--- src/rtl/ppu_exch_pkg.sv ---
// ppu_exch_pkg
// Shared types for the PPU halo-exchange controller: neighbor direction,
// controller state, the halo FIFO entry, and a direction-to-strobe helper.
// Halo coordinates are stored at COORD_MAX_W bits; the controller uses only
// the low $clog2(TILE_SIZE) bits.

package ppu_exch_pkg;

  localparam int NEIGHBOR_COUNT = 8;
  localparam int COORD_MAX_W    = 16;

  typedef enum logic [2:0] {
    DIR_N  = 3'd0,
    DIR_NE = 3'd1,
    DIR_E  = 3'd2,
    DIR_SE = 3'd3,
    DIR_S  = 3'd4,
    DIR_SW = 3'd5,
    DIR_W  = 3'd6,
    DIR_NW = 3'd7
  } dir_e;

  typedef enum logic [1:0] {
    ST_IDLE     = 2'd0,
    ST_WAIT_CTS = 2'd1,
    ST_SEND     = 2'd2,
    ST_DONE     = 2'd3
  } state_e;

  typedef struct packed {
    dir_e                   dir;
    logic [COORD_MAX_W-1:0] row;
    logic [COORD_MAX_W-1:0] column;
    logic [7:0]             value;
  } halo_entry_t;

  function automatic logic [NEIGHBOR_COUNT-1:0] dir_onehot(input dir_e d);
    logic [NEIGHBOR_COUNT-1:0] v;
    v    = '0;
    v[d] = 1'b1;
    return v;
  endfunction

endpackage

--- src/rtl/ppu_exchange_ctrl_fifo.sv ---
// halo_fifo
// Synchronous FIFO of halo entries. Head is presented combinationally
// (first-word fall-through). A push while full is accepted only when a pop
// happens in the same cycle; otherwise it is dropped and o_drop pulses.
// i_flush empties the FIFO on the next edge (same effect as i_reset).
//
// Ports:
//   i_clk, i_reset        clock, synchronous active-high reset
//   i_flush               synchronous empty request
//   i_push, i_push_entry  write side
//   i_pop, o_head         read side (pop ignored when empty)
//   o_count               occupancy, 0..DEPTH
//   o_full, o_empty       occupancy flags
//   o_drop                push lost because the FIFO was full

module halo_fifo
  import ppu_exch_pkg::*;
#(
  parameter int DEPTH = 16,
  localparam int AW = $clog2(DEPTH),
  localparam int CW = AW + 1
) (
  input  logic          i_clk,
  input  logic          i_reset,
  input  logic          i_flush,
  input  logic          i_push,
  input  halo_entry_t   i_push_entry,
  input  logic          i_pop,
  output halo_entry_t   o_head,
  output logic [CW-1:0] o_count,
  output logic          o_full,
  output logic          o_empty,
  output logic          o_drop
);

  halo_entry_t   r_mem [DEPTH];
  logic [AW-1:0] r_wr_ptr;
  logic [AW-1:0] r_rd_ptr;
  logic [CW-1:0] r_count;
  logic          w_push_ok;
  logic          w_pop_ok;

  assign o_count = r_count;
  assign o_full  = (r_count == CW'(DEPTH));
  assign o_empty = (r_count == '0);
  assign o_head  = r_mem[r_rd_ptr];

  assign w_pop_ok  = i_pop && !o_empty;
  // A full FIFO still takes a push when the head leaves in the same cycle.
  assign w_push_ok = i_push && (!o_full || w_pop_ok);
  assign o_drop    = i_push && !w_push_ok;

  always_ff @(posedge i_clk) begin
    if (w_push_ok && !i_reset && !i_flush) begin
      r_mem[r_wr_ptr] <= i_push_entry;
    end
  end

  always_ff @(posedge i_clk) begin
    if (i_reset || i_flush) begin
      r_wr_ptr <= '0;
      r_rd_ptr <= '0;
      r_count  <= '0;
    end else begin
      if (w_push_ok) r_wr_ptr <= r_wr_ptr + AW'(1);
      if (w_pop_ok)  r_rd_ptr <= r_rd_ptr + AW'(1);
      case ({w_push_ok, w_pop_ok})
        2'b10:   r_count <= r_count + CW'(1);
        2'b01:   r_count <= r_count - CW'(1);
        default: r_count <= r_count;
      endcase
    end
  end

endmodule

--- src/rtl/ppu_exchange_ctrl.sv ---
// ppu_exchange_ctrl
// Sequences one PPU's halo exchange with its 8 neighbors: collects halo
// entries in a FIFO, runs the clear-to-send / exchange-done handshake after
// the local compute cycle, and drains the entries present at handshake time
// onto the per-neighbor write ports (one entry per cycle, 1-cycle latency).
//
// Optional build macro: PPU_EXCHANGE_TIMEOUT_EN adds a watchdog over the
// WAIT_CTS and DONE states; on expiry it sets o_timeout (sticky), flushes the
// FIFO and returns to IDLE without a group_done pulse. Without the macro
// o_timeout is tied to 0.
//
// Ports:
//   i_clk, i_reset                      clock, synchronous active-high reset
//   i_cycle_done                        local compute finished (pulse)
//   i_halo_push/dir/row/column/value    halo FIFO write side
//   o_halo_full                         FIFO full
//   i_neighbor_cts                      per-neighbor clear-to-send
//   i_neighbor_exchange_done            per-neighbor exchange finished
//   o_clear_to_send, o_exchange_done    this PPU's handshake outputs
//   o_neighbor_output_*                 per-neighbor data lanes and strobes
//   o_busy                              state != IDLE
//   o_group_done                        pulse on DONE -> IDLE
//   o_overflow                          sticky, a push was dropped
//   o_timeout                           sticky, watchdog expired
//
// State table:
//   IDLE     | waiting for i_cycle_done
//   WAIT_CTS | clear_to_send up, waiting for all 8 neighbor CTS
//   SEND     | popping the snapshotted number of entries
//   DONE     | exchange_done up, waiting for all 8 neighbors to finish

module ppu_exchange_ctrl
  import ppu_exch_pkg::*;
#(
  parameter int TILE_SIZE      = 256,
  parameter int FIFO_DEPTH     = 16,
  parameter int TIMEOUT_CYCLES = 1024,
  localparam int RW = $clog2(TILE_SIZE),
  localparam int CW = $clog2(FIFO_DEPTH) + 1
) (
  input  logic                                i_clk,
  input  logic                                i_reset,
  input  logic                                i_cycle_done,
  input  logic                                i_halo_push,
  input  logic [2:0]                          i_halo_dir,
  input  logic [RW-1:0]                       i_halo_row,
  input  logic [RW-1:0]                       i_halo_column,
  input  logic [7:0]                          i_halo_value,
  output logic                                o_halo_full,
  input  logic [NEIGHBOR_COUNT-1:0]           i_neighbor_cts,
  input  logic [NEIGHBOR_COUNT-1:0]           i_neighbor_exchange_done,
  output logic                                o_clear_to_send,
  output logic                                o_exchange_done,
  output logic [NEIGHBOR_COUNT-1:0][7:0]      o_neighbor_output_value,
  output logic [NEIGHBOR_COUNT-1:0][RW-1:0]   o_neighbor_output_row,
  output logic [NEIGHBOR_COUNT-1:0][RW-1:0]   o_neighbor_output_column,
  output logic [NEIGHBOR_COUNT-1:0]           o_neighbor_output_write_enable,
  output logic                                o_busy,
  output logic                                o_group_done,
  output logic                                o_overflow,
  output logic                                o_timeout
);

  state_e                           r_state;
  state_e                           w_state_nxt;
  logic [CW-1:0]                    r_drain_cnt;
  logic [CW-1:0]                    w_drain_nxt;
  logic                             w_pop;
  logic                             w_flush;
  logic                             w_wd_hit;
  logic                             w_cts;
  logic                             w_exch_done;
  logic                             w_group_done;

  halo_entry_t                      w_push_entry;
  halo_entry_t                      w_head;
  logic [CW-1:0]                    w_count;
  logic                             w_full;
  logic                             w_empty;
  logic                             w_drop;

  logic                             r_overflow;
  logic [NEIGHBOR_COUNT-1:0]        r_we;
  logic [NEIGHBOR_COUNT-1:0][7:0]   r_val;
  logic [NEIGHBOR_COUNT-1:0][RW-1:0] r_row;
  logic [NEIGHBOR_COUNT-1:0][RW-1:0] r_col;

  logic                             w_unused_head;

  always_comb begin
    w_push_entry                   = '0;
    w_push_entry.dir               = dir_e'(i_halo_dir);
    w_push_entry.row[RW-1:0]       = i_halo_row;
    w_push_entry.column[RW-1:0]    = i_halo_column;
    w_push_entry.value             = i_halo_value;
  end

  halo_fifo #(
    .DEPTH (FIFO_DEPTH)
  ) u_halo_fifo (
    .i_clk        (i_clk),
    .i_reset      (i_reset),
    .i_flush      (w_flush),
    .i_push       (i_halo_push),
    .i_push_entry (w_push_entry),
    .i_pop        (w_pop),
    .o_head       (w_head),
    .o_count      (w_count),
    .o_full       (w_full),
    .o_empty      (w_empty),
    .o_drop       (w_drop)
  );

  // Upper coordinate bits are always zero for this tile size.
  assign w_unused_head = ^{w_head.row, w_head.column, w_empty};

  always_ff @(posedge i_clk) begin
    if (i_reset) begin
      r_state     <= ST_IDLE;
      r_drain_cnt <= '0;
    end else begin
      r_state     <= w_state_nxt;
      r_drain_cnt <= w_drain_nxt;
    end
  end

  always_comb begin
    w_state_nxt  = r_state;
    w_drain_nxt  = r_drain_cnt;
    w_pop        = 1'b0;
    w_flush      = 1'b0;
    w_cts        = 1'b0;
    w_exch_done  = 1'b0;
    w_group_done = 1'b0;
    case (r_state)
      ST_IDLE: begin
        if (i_cycle_done) w_state_nxt = ST_WAIT_CTS;
      end
      ST_WAIT_CTS: begin
        w_cts = 1'b1;
        if (i_neighbor_cts == '1) begin
          // Only entries present now belong to this round.
          w_drain_nxt = w_count;
          w_state_nxt = ST_SEND;
        end
      end
      ST_SEND: begin
        w_cts = 1'b1;
        if (r_drain_cnt != '0) begin
          w_pop       = 1'b1;
          w_drain_nxt = r_drain_cnt - CW'(1);
        end
        // Leave with the last pop so its strobe lands in the first DONE cycle.
        if (r_drain_cnt <= CW'(1)) w_state_nxt = ST_DONE;
      end
      ST_DONE: begin
        w_exch_done = 1'b1;
        if (i_neighbor_exchange_done == '1) begin
          w_state_nxt  = ST_IDLE;
          w_group_done = 1'b1;
        end
      end
      default: w_state_nxt = ST_IDLE;
    endcase
    if (w_wd_hit) begin
      w_state_nxt  = ST_IDLE;
      w_drain_nxt  = '0;
      w_pop        = 1'b0;
      w_flush      = 1'b1;
      w_group_done = 1'b0;
    end
  end

`ifdef PPU_EXCHANGE_TIMEOUT_EN
  localparam int WD_W = $clog2(TIMEOUT_CYCLES) + 1;

  logic [WD_W-1:0] r_wd_cnt;
  logic            r_timeout;
  logic            w_wd_active;

  assign w_wd_active = (r_state == ST_WAIT_CTS) || (r_state == ST_DONE);
  assign w_wd_hit    = w_wd_active && (r_wd_cnt == WD_W'(TIMEOUT_CYCLES - 1));

  always_ff @(posedge i_clk) begin
    if (i_reset) begin
      r_wd_cnt  <= '0;
      r_timeout <= 1'b0;
    end else begin
      if (w_state_nxt != r_state) r_wd_cnt <= '0;
      else if (w_wd_active)       r_wd_cnt <= r_wd_cnt + WD_W'(1);
      if (w_wd_hit) r_timeout <= 1'b1;
    end
  end

  assign o_timeout = r_timeout;
`else
  logic w_unused_cfg;

  assign w_wd_hit     = 1'b0;
  assign o_timeout    = 1'b0;
  assign w_unused_cfg = ^TIMEOUT_CYCLES;
`endif

  always_ff @(posedge i_clk) begin
    if (i_reset) begin
      r_overflow <= 1'b0;
      r_we       <= '0;
      r_val      <= '0;
      r_row      <= '0;
      r_col      <= '0;
    end else begin
      if (w_drop) r_overflow <= 1'b1;
      r_we <= '0;
      if (w_pop) begin
        r_we                <= dir_onehot(w_head.dir);
        r_val[w_head.dir]   <= w_head.value;
        r_row[w_head.dir]   <= w_head.row[RW-1:0];
        r_col[w_head.dir]   <= w_head.column[RW-1:0];
      end
    end
  end

  assign o_halo_full                    = w_full;
  assign o_clear_to_send                = w_cts;
  assign o_exchange_done                = w_exch_done;
  assign o_group_done                   = w_group_done;
  assign o_busy                         = (r_state != ST_IDLE);
  assign o_overflow                     = r_overflow;
  assign o_neighbor_output_write_enable = r_we;
  assign o_neighbor_output_value        = r_val;
  assign o_neighbor_output_row          = r_row;
  assign o_neighbor_output_column       = r_col;

endmodule

--- config.mk ---
export PLATFORM = sky130hd
export DESIGN_NAME = ppu_exchange_ctrl
export DESIGN_NICKNAME = d
export VERILOG_FILES = /design/src/rtl/ppu_exch_pkg.sv /design/src/rtl/ppu_exchange_ctrl_fifo.sv /design/src/rtl/ppu_exchange_ctrl.sv
export SDC_FILE = /design/constraint.sdc
export NUM_CORES = 1
export LEC_CHECK = 0
export CAP_MARGIN = 30
export CORE_MARGIN = 5
export CORE_UTILIZATION = 60
export CTS_CLUSTER_DIAMETER = 100
export DETAILED_ROUTE_END_ITERATION = 10
export GPL_ROUTABILITY_DRIVEN = 0
export GPL_TIMING_DRIVEN = 0
export MAX_ROUTING_LAYER = met4
export PLACE_DENSITY_LB_ADDON = 0.08
export SLEW_MARGIN = 10
export SYNTH_ARGS = -nofsm -noshare
export SYNTH_HDL_FRONTEND = slang
export SYNTH_HIERARCHICAL = 1
export SYNTH_SLANG_ARGS = --single-unit
--- constraint.sdc ---
create_clock -name i_clk -period 7.2 [get_ports i_clk]
set_input_delay 1.44 -clock i_clk [delete_from_list [all_inputs] [get_ports i_clk]]
set_output_delay 1.44 -clock i_clk [all_outputs]
set_load 0.005 [all_outputs]
# --- Word level (Yosys, flattened, before mapping) ---
# Memories as Yosys holds them, arrays and structs flattened. A register that Yosys moved wholly into a read port is not among the register bits.
# Cells that the tools add are included.
word_totals:
  mem_bits_rw: 432
  ff_bits: 221
  mem_count: 1
  in_bits: 47
  word_cells: 100
  out_inout_bits: 207
mem_list:
  columns: ["name", "words", "word_bits", "rd", "rd_clocked_by_memory_dff", "wr", "line", "rtl"]
  rows:
  - ["u_halo_fifo.r_mem", 16, 27, 1, 1, 1, "ppu_exchange_ctrl_fifo.sv:36", "halo_entry_t r_mem [DEPTH];"]
op_classes:
  eq_ne: 13
  bitwise: 1
  n_lt_le_gt_ge: 3
  n_addsub: 5
  n_reduce_logical: 20
  muxes: 26
ops:
  columns: ["op", "n"]
  rows:
  - ["64-bit bitwise mux", 3]
  - ["8-bit demux with 3-bit select", 1]
  - ["5-bit case mux with 2 select lines", 2]
  - ["8-bit == test, second input constant", 2]
  - ["5-bit two-way mux", 2]
  - ["2-bit != test, second input constant", 5]
  - ["5-bit by 1-bit subtractor with 5-bit output, second input constant", 2]
  - ["1-bit two-way mux", 9]
  - ["4-bit by 1-bit adder with 4-bit output, second input constant", 2]
  - ["2-bit two-way mux", 4]
  - ["4-bit two-way mux", 2]
  - ["8-bit two-way mux", 1]
  - ["2-bit case mux with 4 select lines", 1]
  - ["2-bit == test, second input constant", 3]
  - ["2-bit nonzero test", 3]
  - ["5-bit by 1-bit adder with 5-bit output, second input constant", 1]
  - ["5-bit == test, second input constant", 1]
  - ["5-bit by 1-bit less-or-equal comparator with 1-bit output, second input constant", 1]
  - ["1-bit logical AND", 5]
  - ["5-bit logical NOT", 1]
  - ["5-bit nonzero test", 1]
  - ["2-bit by 1-bit == test with 1-bit output, second input constant", 2]
  - ["1-bit logical NOT", 4]
  - ["3-bit by 4-bit < comparator with 1-bit output, second input constant", 1]
  - ["other kinds (8)", 9]

# --- Depth between registers and ports, before layout ---
# Gate-level depths: netlist of the first run.
logic_depth:
  ltp_word: 9
  ltp_mapped: 13
  depth_no_buf: 12

# --- By module ---
# Netlist of the first run, hierarchy kept.
modules_own_cells:
  columns: ["module", "n_inst", "area_each_um2", "cells_per_inst", "seq_area_each_um2"]
  rows:
  - ["halo_fifo", 1, 26694.4, 1186, 21000.1]
  - ["ppu_exchange_ctrl", 1, 7893.8, 755, 4164.0]

# --- Worst setup path after synthesis of the first run ---
# OpenSTA, ideal clock, no wires.
synth_timing:
  path_type: "input to register"
  start: "input i_halo_push"
  end: "memory u_halo_fifo/r_mem[0][0] in the netlist's numbering (enable)"
  stages: 4
  t_arrival_ns: 4.946
  slack_ns: 1.757
  n_path_buf: 1
  required_time_ns: 6.703
  setup_time_ns: 0.497
  cell_sequence: "clkbuf_1 -> o211a_1 -> nand2_1 -> nor3_1"
synth_between:
  elab_chain_cells: 4
synth_lines:
  columns: ["element", "line", "rtl"]
  rows:
  - ["start, declared", "ppu_exchange_ctrl.sv:44", "input logic i_halo_push,"]
  - ["1-bit logical AND", "ppu_exchange_ctrl_fifo.sv:50", "assign w_push_ok = i_push && (!o_full || w_pop_ok);"]
  - ["1-bit logical AND", "ppu_exchange_ctrl_fifo.sv:54", "if (w_push_ok && !i_reset && !i_flush) begin"]
  - ["1-bit two-way mux", "ppu_exchange_ctrl_fifo.sv:54", null]
  - ["1-bit two-way mux (not written as such)", "ppu_exchange_ctrl_fifo.sv:55", "r_mem[r_wr_ptr] <= i_push_entry;"]
  - ["end, declared", "ppu_exchange_ctrl_fifo.sv:36", null]
# Every way passes these cells.

# --- Worst setup path after layout of the first run ---
layout_timing:
  start: "input i_neighbor_exchange_done[5]"
  end: "output o_group_done"
layout_between:
  elab_chain_cells: 3
layout_lines:
  columns: ["element", "line", "rtl"]
  rows:
  - ["start, declared", "ppu_exchange_ctrl.sv:51", "input logic [NEIGHBOR_COUNT-1:0] i_neighbor_exchange_done,"]
  - ["8-bit == test", "ppu_exchange_ctrl.sv:158", "if (i_neighbor_exchange_done == '1) begin"]
  - ["1-bit two-way mux", "ppu_exchange_ctrl.sv:158", null]
  - ["1-bit two-way mux", "ppu_exchange_ctrl.sv:135", "case (r_state)"]
  - ["end, declared", "ppu_exchange_ctrl.sv:59", "output logic o_group_done,"]
# Every way passes these cells.

==> impl_metrics.ini, run 1 <==
[sta]
fin_tns_setup_ns = 0
drv_slew = 0
finalCriticalPeriod_ns = 4.17
fin_worst_skew_ns = 0.0147
setup_viol = 0
worst_slew_pin_slew_ns = 0.877
rsz0062_at_grt = no
timing.fmax_ghz = 0.240
finalHoldViolCount = 0
slew-limit-headroom = 0.412
holdWs_ns = 0.488
period_share = 0.579

[clock_network]
cts_tree = yes
clkSlewWorstSetupHoldPaths_ns = 0.06
ctsResizeCount = 0
cts_buffer_depth = 3
cts_buffers = 61
htree_levels = 2
postCtsSetupBuffers = 0
clk_latency_ns = 0.61
clkSinkCount = 657
ctsHoldBuffers = 0
cts_root_buf = clkbuf_16

[pwr]
power_mw = 7.58
power_density_nw_per_um2 = 245
p_leak_nw = 11.2
ir_drop_mv = 0.214

[route]
totalWireLength_mm = 63.4
drt-initial-drc-count = 1400
dr.pass1.iters = 5
drt-vias-per-instance = 5.97
ant_nets = 0
via_count = 15000
wl_per_cell_um = 25.3
drc = 0

[outcome]
outcome = complete, no violations

[floorplanning]
die_height_um = 215
start_util = 0.604
die_w_um = 215
die_area_sq_um = 46100
pin_count = 254
std_cell_rows = 75
core_sq_um = 41700

[setup_path]
path_class = primary input to output port
r2r_cells = 10
r2r_start = r_state[0]$_SDFFE_PP0P_
startpoint = i_neighbor_exchange_done[5]
r2r_slack_ns = 3.49
worstPathArrival_ns = 2.73
required_ns = 5.76
startpoint_type = primary input
r2r_end = u_halo_fifo/r_mem[3][15]$_DFFE_PP_
crit_path_end_kind = output port
worstPathMaxFanout = 2

[min_path]
hold_depth = 2
min_from = o_overflow$_SDFFE_PP0P_
hold_end = o_overflow$_SDFFE_PP0P_
hp-class = register to register

[logic_synthesis]
syn_avg_cell_area_sq_um = 16.0
yosys_warnings = 6
synthCells = 1572
synth_area_sq_um = 25200

[grt]
track_usage = 0.282
grt_pass1_vias = 15200
grt_overflow = 0
antenna_found_initial = 4
grt_max_degree = 21
grt_pass1_wl_mm = 95.7

[placed_design]
io_buffers = 251
placed_area_sq_um = 28900
dp_hpwl_mm = 43.7

[job]
drv_cap = 0

[layout]
area_growth_pct = 23.0
layout-drive-gt1-share = 0.164
post-route-cell-area_sq_um = 30900
final_nets = 1981
worst max-delay path: stages:
cell             delay, ns
clkdlybuf4s50_1       0.46
nand4_1               0.10
nor3_1                0.18
clkdlybuf4s50_1       0.54
cells in the final DEF (no fill, tap or decap), types with 37 or more instances in the layout:
| cell | instances |
|---|---|
| a22oi_1 | 54 |
| buf_2 | 43 |
| clkbuf_1 | 73 |
| clkbuf_16 | 65 |
| clkdlybuf4s50_1 | 251 |
| dfxtp_1 | 225 |
| edfxtp_1 | 432 |
| mux2i_1 | 197 |
| mux4_2 | 108 |
| nand2_1 | 37 |
| nor2_1 | 220 |
power by group:
group	total, mW	switching (mW)	internal (mW)
combinational	0.343	0.208	0.135
sequential	4.05	0.0145	4.03
clock	3.19	1.34	1.85
total	7.58	1.56	6.02
layout make-up:
class / count / area [sq um]
Sequential cell: 657 / 17500
Fill cell: 2501 / 10700
Multi-Input combinational cell: 767 / 6990
Timing Repair Buffer: 278 / 2960
Clock buffer: 80 / 1720
Buffer: 137 / 754
Tap cell: 539 / 674
Clock inverter: 33 / 278
Inverter: 15 / 56.3
Antenna cell: 4 / 10.0
stage by stage:
| step | utilization | std cells | setup WS, ns |
|---|---|---|---|
| after floorplan | - | 1576 | 2.88 |
| after global placement | 0.681 | 2366 | 0.0571 |
| after detailed placement | 0.694 | 2391 | 2.85 |
| after CTS | 0.742 | 2504 | 3.02 |
| after global routing | 0.742 | 2510 | 2.91 |
| final | 0.742 | 2510 | 3.03 |
flip-flops by register name (all words and copies together) (netlist names), named ones only:
register and flops:
u_halo_fifo/r_mem 432, o_neighbor_output_column 64, o_neighbor_output_row 64, o_neighbor_output_value 64
o_neighbor_output_write_enable 8, r_drain_cnt 5, u_halo_fifo/o_count 5, u_halo_fifo/r_rd_ptr 4
u_halo_fifo/r_wr_ptr 4, r_state 2, o_overflow 1
metal layers:
metal,part of all wire,wire length [um],track usage
met5,0,0,-
met1,0.39,24700,0.368
met4,0.032,2050,0.0915
met3,0.095,6020,0.0612
met2,0.48,30600,0.448
worst max-delay path by stage:
stage and end:
2_1_floorplan u_halo_fifo/r_mem[0][0]$_DFFE_PP_, 3_3_place_gp u_halo_fifo/r_mem[0][15]$_DFFE_PP_, 3_5_place_dp u_halo_fifo/r_mem[1][14]$_DFFE_PP_, 4_1_cts o_group_done
5_1_grt o_group_done, 6_report o_group_done
(Power assumes the default switching activity.)
==> run 2: changes to the inputs <==
CORE_UTILIZATION = 54   (was 60)
clock period = 3.65 ns   (was 7.2 ns; I/O delays follow)
==> run 2 against run 1 <==
Utilization down 7.2 points. Clock power up 100%. Register-to-register slack worse by 3.3 ns. Sequential power up 97%. Clock skew up 0.0039 ns. Worst hold slack worse by 0.0032 ns. Sequential share of layout area down 0.29 points. Non-clock buffer count down 7. Worst setup slack worse by 2.8 ns. Critical path depth up 7. Critical path type is now register to register. Highest routed layer unchanged.
==> impl_metrics.ini, run 2 (synthesis gave the netlist of run 1 again) <==
[outcome]
outcome = complete, no violations

[route]
ant_nets = 0
drt-vias-per-instance = 5.71
wl_per_cell_um = 24.1
drc = 0
dr.pass1.iters = 5
drt-initial-drc-count = 1243
via_count = 14700
totalWireLength_mm = 62.0

[sta]
rsz0062_at_grt = no
period_share = 0.940
holdWs_ns = 0.485
drv_slew = 0
timing.fmax_ghz = 0.291
finalHoldViolCount = 0
worst_slew_pin_slew_ns = 0.913
slew-limit-headroom = 0.389
finalCriticalPeriod_ns = 3.43
setup_viol = 0
worst_slack_ns = 0.218
fin_worst_skew_ns = 0.0186

[clock_network]
clkSlewWorstSetupHoldPaths_ns = 0.06
cts_buffer_depth = 3
cts_buffers = 67
ctsHoldBuffers = 0
clk_latency_ns = 0.60
htree_levels = 3
cts_tree = yes
postCtsSetupBuffers = 0
ctsResizeCount = 0
cts_root_buf = clkbuf_16
clkSinkCount = 657

[pwr]
power_density_nw_per_um2 = 487
ir_drop_mv = 0.415
p_leak_nw = 11.1
p_int_mw = 11.9
seq_power_share = 0.528
switchingPower_mw = 3.20
clock_power_share = 0.427
comb_power_share = 0.045
switching_share = 0.212

[floorplanning]
start_util = 0.543
die_w_um = 226
pin_count = 254
std_cell_rows = 79
die_height_um = 226
core_sq_um = 46400
die_area_sq_um = 51000

[grt]
track_usage = 0.249
grt_max_degree = 23
antenna_found_initial = 4
grt_pass1_wl_mm = 92.3
grt_overflow = 0
grt_pass1_vias = 14600

[setup_path]
crit_top_cell = buf_8
worstPathArrival_ns = 3.71
crit_buf_inv = 5
cp_cell_sequence = inv_1 > ha_1 > buf_2 > inv_2 > a21oi_2 > nand2b_1 > o211a_1 > nand2_1 > nor3_4 > buf_8 > buf_8
crit_path_end_kind = register
required_ns = 3.93
crit_family = simple AND/OR/NAND/NOR gates
path_class = register to register
startpoint_type = register
slowest_stage = nor3_4
cpPeakStageDelay_ns = 0.52
startpoint = r_state[0]$_SDFFE_PP0P_
worstPathMaxFanout = 14
r2r_start = r_state[0]$_SDFFE_PP0P_

[min_path]
hp-class = register to register
min_from = o_overflow$_SDFFE_PP0P_

[placed_design]
place_ws_ns = 0.0838
placed_area_sq_um = 29000
dp_hpwl_mm = 43.2
io_buffers = 251

[layout]
post-route-cell-area_sq_um = 31100
seq_area_sq_um = 17500
final_common_cell = edfxtp_1
largest_reg_flops = 432
top_register = u_halo_fifo/r_mem
final_cell_mix = edfxtp_1, clkdlybuf4s50_1, dfxtp_1, nor2_1, mux2i_1
final_nets = 1980
area_growth_pct = 23.6
fillers = 3268
layout-drive-gt1-share = 0.163
multi_input_area_sq_um = 7020

[job]
drv_cap = 0
==> run 2: cell types whose count changed in the layout (fill, tap and decap cells not counted), sizes merged <==
cell	change
buf	-9
inv	+4
clkinvlp	+2
clkinv	-3
bufinv	-2
clkbuf	+5
diode	-1
==> run 2: cell type report <==
class,instances,area share
well taps,607,0.0244
clock inverters,34,0.00881
flip-flops and latches,657,0.562
inverters,15,0.00181
plain buffers,137,0.0244
clock buffers,83,0.0575
repair buffers,271,0.0947
diodes,3,0.000241
multi-input cells,767,0.226
==> run 2: through the flow <==
stage / util / power [mW] / instances / TNS, ns
floorplan: - / 8.51 / 1576 / 0
CTS: 0.670 / 15.3 / 2571 / 0
detailed placement: 0.626 / 8.82 / 2454 / 0
global route: 0.671 / 15.7 / 2574 / 0
finish: 0.671 / 15.1 / 2574 / 0
global placement: 0.614 / 8.80 / 2434 / -537.79
==> run 2: final timing paths <==
path	cells past startpoint	slack [ns]	end
setup / recovery	11	0.22	u_halo_fifo/r_mem[2][13]$_DFFE_PP_
hold / removal	2	0.48	o_overflow$_SDFFE_PP0P_
setup reg to reg	11	0.22	u_halo_fifo/r_mem[2][13]$_DFFE_PP_
hold reg to reg	2	0.48	o_overflow$_SDFFE_PP0P_
==> run 2: power by group through the flow <==
| stage | sequential, mW | clock [mW] | combinational, mW |
|---|---|---|---|
| finish | 7.99 | 6.46 | 0.687 |
| global route | 7.98 | 6.92 | 0.747 |
| CTS | 7.98 | 6.59 | 0.686 |
| detailed placement | 8.14 | 0 | 0.680 |
| global placement | 8.14 | 0 | 0.655 |
| floorplan | 8.14 | 0 | 0.374 |
==> run 2: worst reg2reg max path: cells and delay by family (launching register included) <==
kind / cells / cell delay, ns
AND/OR/NAND/NOR: 3 / 1.09
buffers and inverters: 5 / 0.90
flip-flops: 1 / 0.33
adder cells (fa/ha/maj): 1 / 0.17
AO/OA/AOI/OAI: 2 / 0.61
==> run 2: metal layers <==
metal / vias up / GRT usage / part of all wire
met1: 7453 / 0.339 / 0.42
met2: 553 / 0.395 / 0.48
met3: 99 / 0.0464 / 0.077
met4: 0 / 0.0650 / 0.022
met5: - / - / 0
li1: 6581 / - / -
==> run 3: changes to the inputs <==
ABC_AREA = 1   (was default)
CTS_CLUSTER_DIAMETER = default   (was 100)
==> run 3 against run 2 <==
Combinational power increased by 140%. Sequential cell count stayed put. Sequential share of layout area is 3.2 points lower. Worst hold slack got worse by 0.025 ns. Largest power group unchanged.
==> impl_metrics.ini, run 3 <==
[grt]
antenna_found_initial = 1
grt_overflow = 0
track_usage = 0.309
grt_max_degree = 24
grt_pass1_vias = 20100
grt_pass1_wl_mm = 123

[placed_design]
dp_hpwl_mm = 58.9
io_buffers = 252
placed_area_sq_um = 30400

[sta]
period_share = 0.965
finalCriticalPeriod_ns = 3.52
fin_worst_skew_ns = 0.0315
finalHoldViolCount = 0
setup_viol = 0
timing.fmax_ghz = 0.284
drv_slew = 0
slew-limit-headroom = 0.411
worst_slew_pin_slew_ns = 0.884

[setup_path]
cpPeakStageDelay_ns = 0.55
crit_path_end_kind = register
worstPathArrival_ns = 3.82
startpoint_type = register
crit_buf_inv = 5
path_class = register to register
required_ns = 3.94
crit_top_cell = nand2_1
cp_cell_sequence = inv_1 > ha_1 > nand3_1 > nand2_1 > inv_2 > buf_4 > buf_4 > nand2_2 > nand2_1 > nand2_2 > nor2_1 > nand2_1 > nor2_4 > buf_16
crit_family = simple AND/OR/NAND/NOR gates
worstPathMaxFanout = 17
slowest_stage = nor2_4

[layout]
multi_input_area_sq_um = 7140
area_growth_pct = 24.1
post-route-cell-area_sq_um = 32900
top_register = u_halo_fifo/r_mem
final_common_cell = edfxtp_1
fillers = 3699
final_cell_mix = edfxtp_1, nand2_1, nand3_1, a21oi_1, inv_1
layout-drive-gt1-share = 0.116
largest_reg_flops = 432
seq_area_sq_um = 17500
final_nets = 3004

[pwr]
p_leak_nw = 11.8
power_density_nw_per_um2 = 506
ir_drop_mv = 0.364
power_mw = 16.7

[clock_network]
clkSinkCount = 657
cts_buffers = 69
clkSlewWorstSetupHoldPaths_ns = 0.06
cts_buffer_depth = 3
clk_latency_ns = 0.61
htree_levels = 3
cts_tree = yes
cts_root_buf = clkbuf_16

[logic_synthesis]
synth_area_sq_um = 26600
yosys_warnings = 6
synthCells = 2568
syn_avg_cell_area_sq_um = 10.3

[route]
ant_nets = 0
via_count = 21300
totalWireLength_mm = 83.6
drt-initial-drc-count = 2695
drc = 0
dr.pass1.iters = 5
drt-vias-per-instance = 5.80
wl_per_cell_um = 22.8

[floorplanning]
pin_count = 254
die_height_um = 232
start_util = 0.545
die_area_sq_um = 53700
std_cell_rows = 81
core_sq_um = 48700
die_w_um = 232

[outcome]
outcome = complete, no violations

[min_path]
hp-class = register to register

[job]
drv_cap = 0
[run 3: cell type report]
type,count,share of cell area
Clock buffer,100,0.0614
Inverter,257,0.0293
Timing Repair Buffer,301,0.0936
Buffer,244,0.0361
Multi-Input combinational cell,1410,0.217
Sequential cell,657,0.531
Clock inverter,28,0.00699
Antenna cell,2,0.000152
Tap cell,664,0.0252
[run 3: report_power, final]
part           internal (mW)  switching [mW]  total [mW]
sequential              8.01          0.0732        8.09
clock                   4.08            2.87        6.95
combinational          0.526            1.09        1.62
[run 3: what timing repair did]
item / CTS / global route
hold endpoints to repair: 0 / 0
setup endpoints to repair: 172 / 306
setup buffers: 0 / 17
pin swaps: 0 / 5
gates resized for setup: 14 / 22
gates cloned: 0 / 0
hold buffers: 0 / 0
[run 3: path summary, 6_finish.rpt]
check                                            start                                   endpoint  slack (ns)  cells after the start
min          o_neighbor_output_column[58]$_SDFFE_PP0P_  o_neighbor_output_column[58]$_SDFFE_PP0P_        0.46                      2
min reg2reg  o_neighbor_output_column[58]$_SDFFE_PP0P_  o_neighbor_output_column[58]$_SDFFE_PP0P_        0.46                      2
max reg2reg                r_drain_cnt[0]$_SDFFE_PP0P_         u_halo_fifo/r_mem[0][31]$_DFFE_PP_        0.13                     14
max                        r_drain_cnt[0]$_SDFFE_PP0P_         u_halo_fifo/r_mem[0][31]$_DFFE_PP_        0.13                     14
[run 3: per-layer routing]
metal | GRT usage | wire length [um] | vias to the layer above
met2 | 0.498 | 39400 | 1261
met3 | 0.0505 | 8740 | 195
li1 | - | - | 9553
met1 | 0.400 | 32200 | 10200
met5 | - | 0 | -
met4 | 0.117 | 3250 | 0
[run 3: worst reg2reg max path, cell delays in order (launching register included)]
cell     delay [ns]
dfxtp_1        0.39
inv_1          0.10
ha_1           0.21
nand3_1        0.08
nand2_1        0.08
inv_2          0.11
buf_4          0.22
buf_4          0.27
nand2_2        0.13
nand2_1        0.11
nand2_2        0.12
nor2_1         0.26
nand2_1        0.33
nor2_4         0.55
buf_16         0.24
[run 3: through the flow]
step	worst slack [ns]	utilization	std cells	hold slack [ns]	TNS, ns
final	0.127	0.676	3663	0.460	0
after global routing	-0.0869	0.676	3662	0.473	-4.68
after CTS	-0.109	0.671	3644	0.461	-2.03
after detailed placement	-0.286	0.624	3517	0.452	-16.04
after global placement	-3.06	0.614	3485	0.448	-877.14
after floorplan	-0.404	-	2569	0.447	-87.17
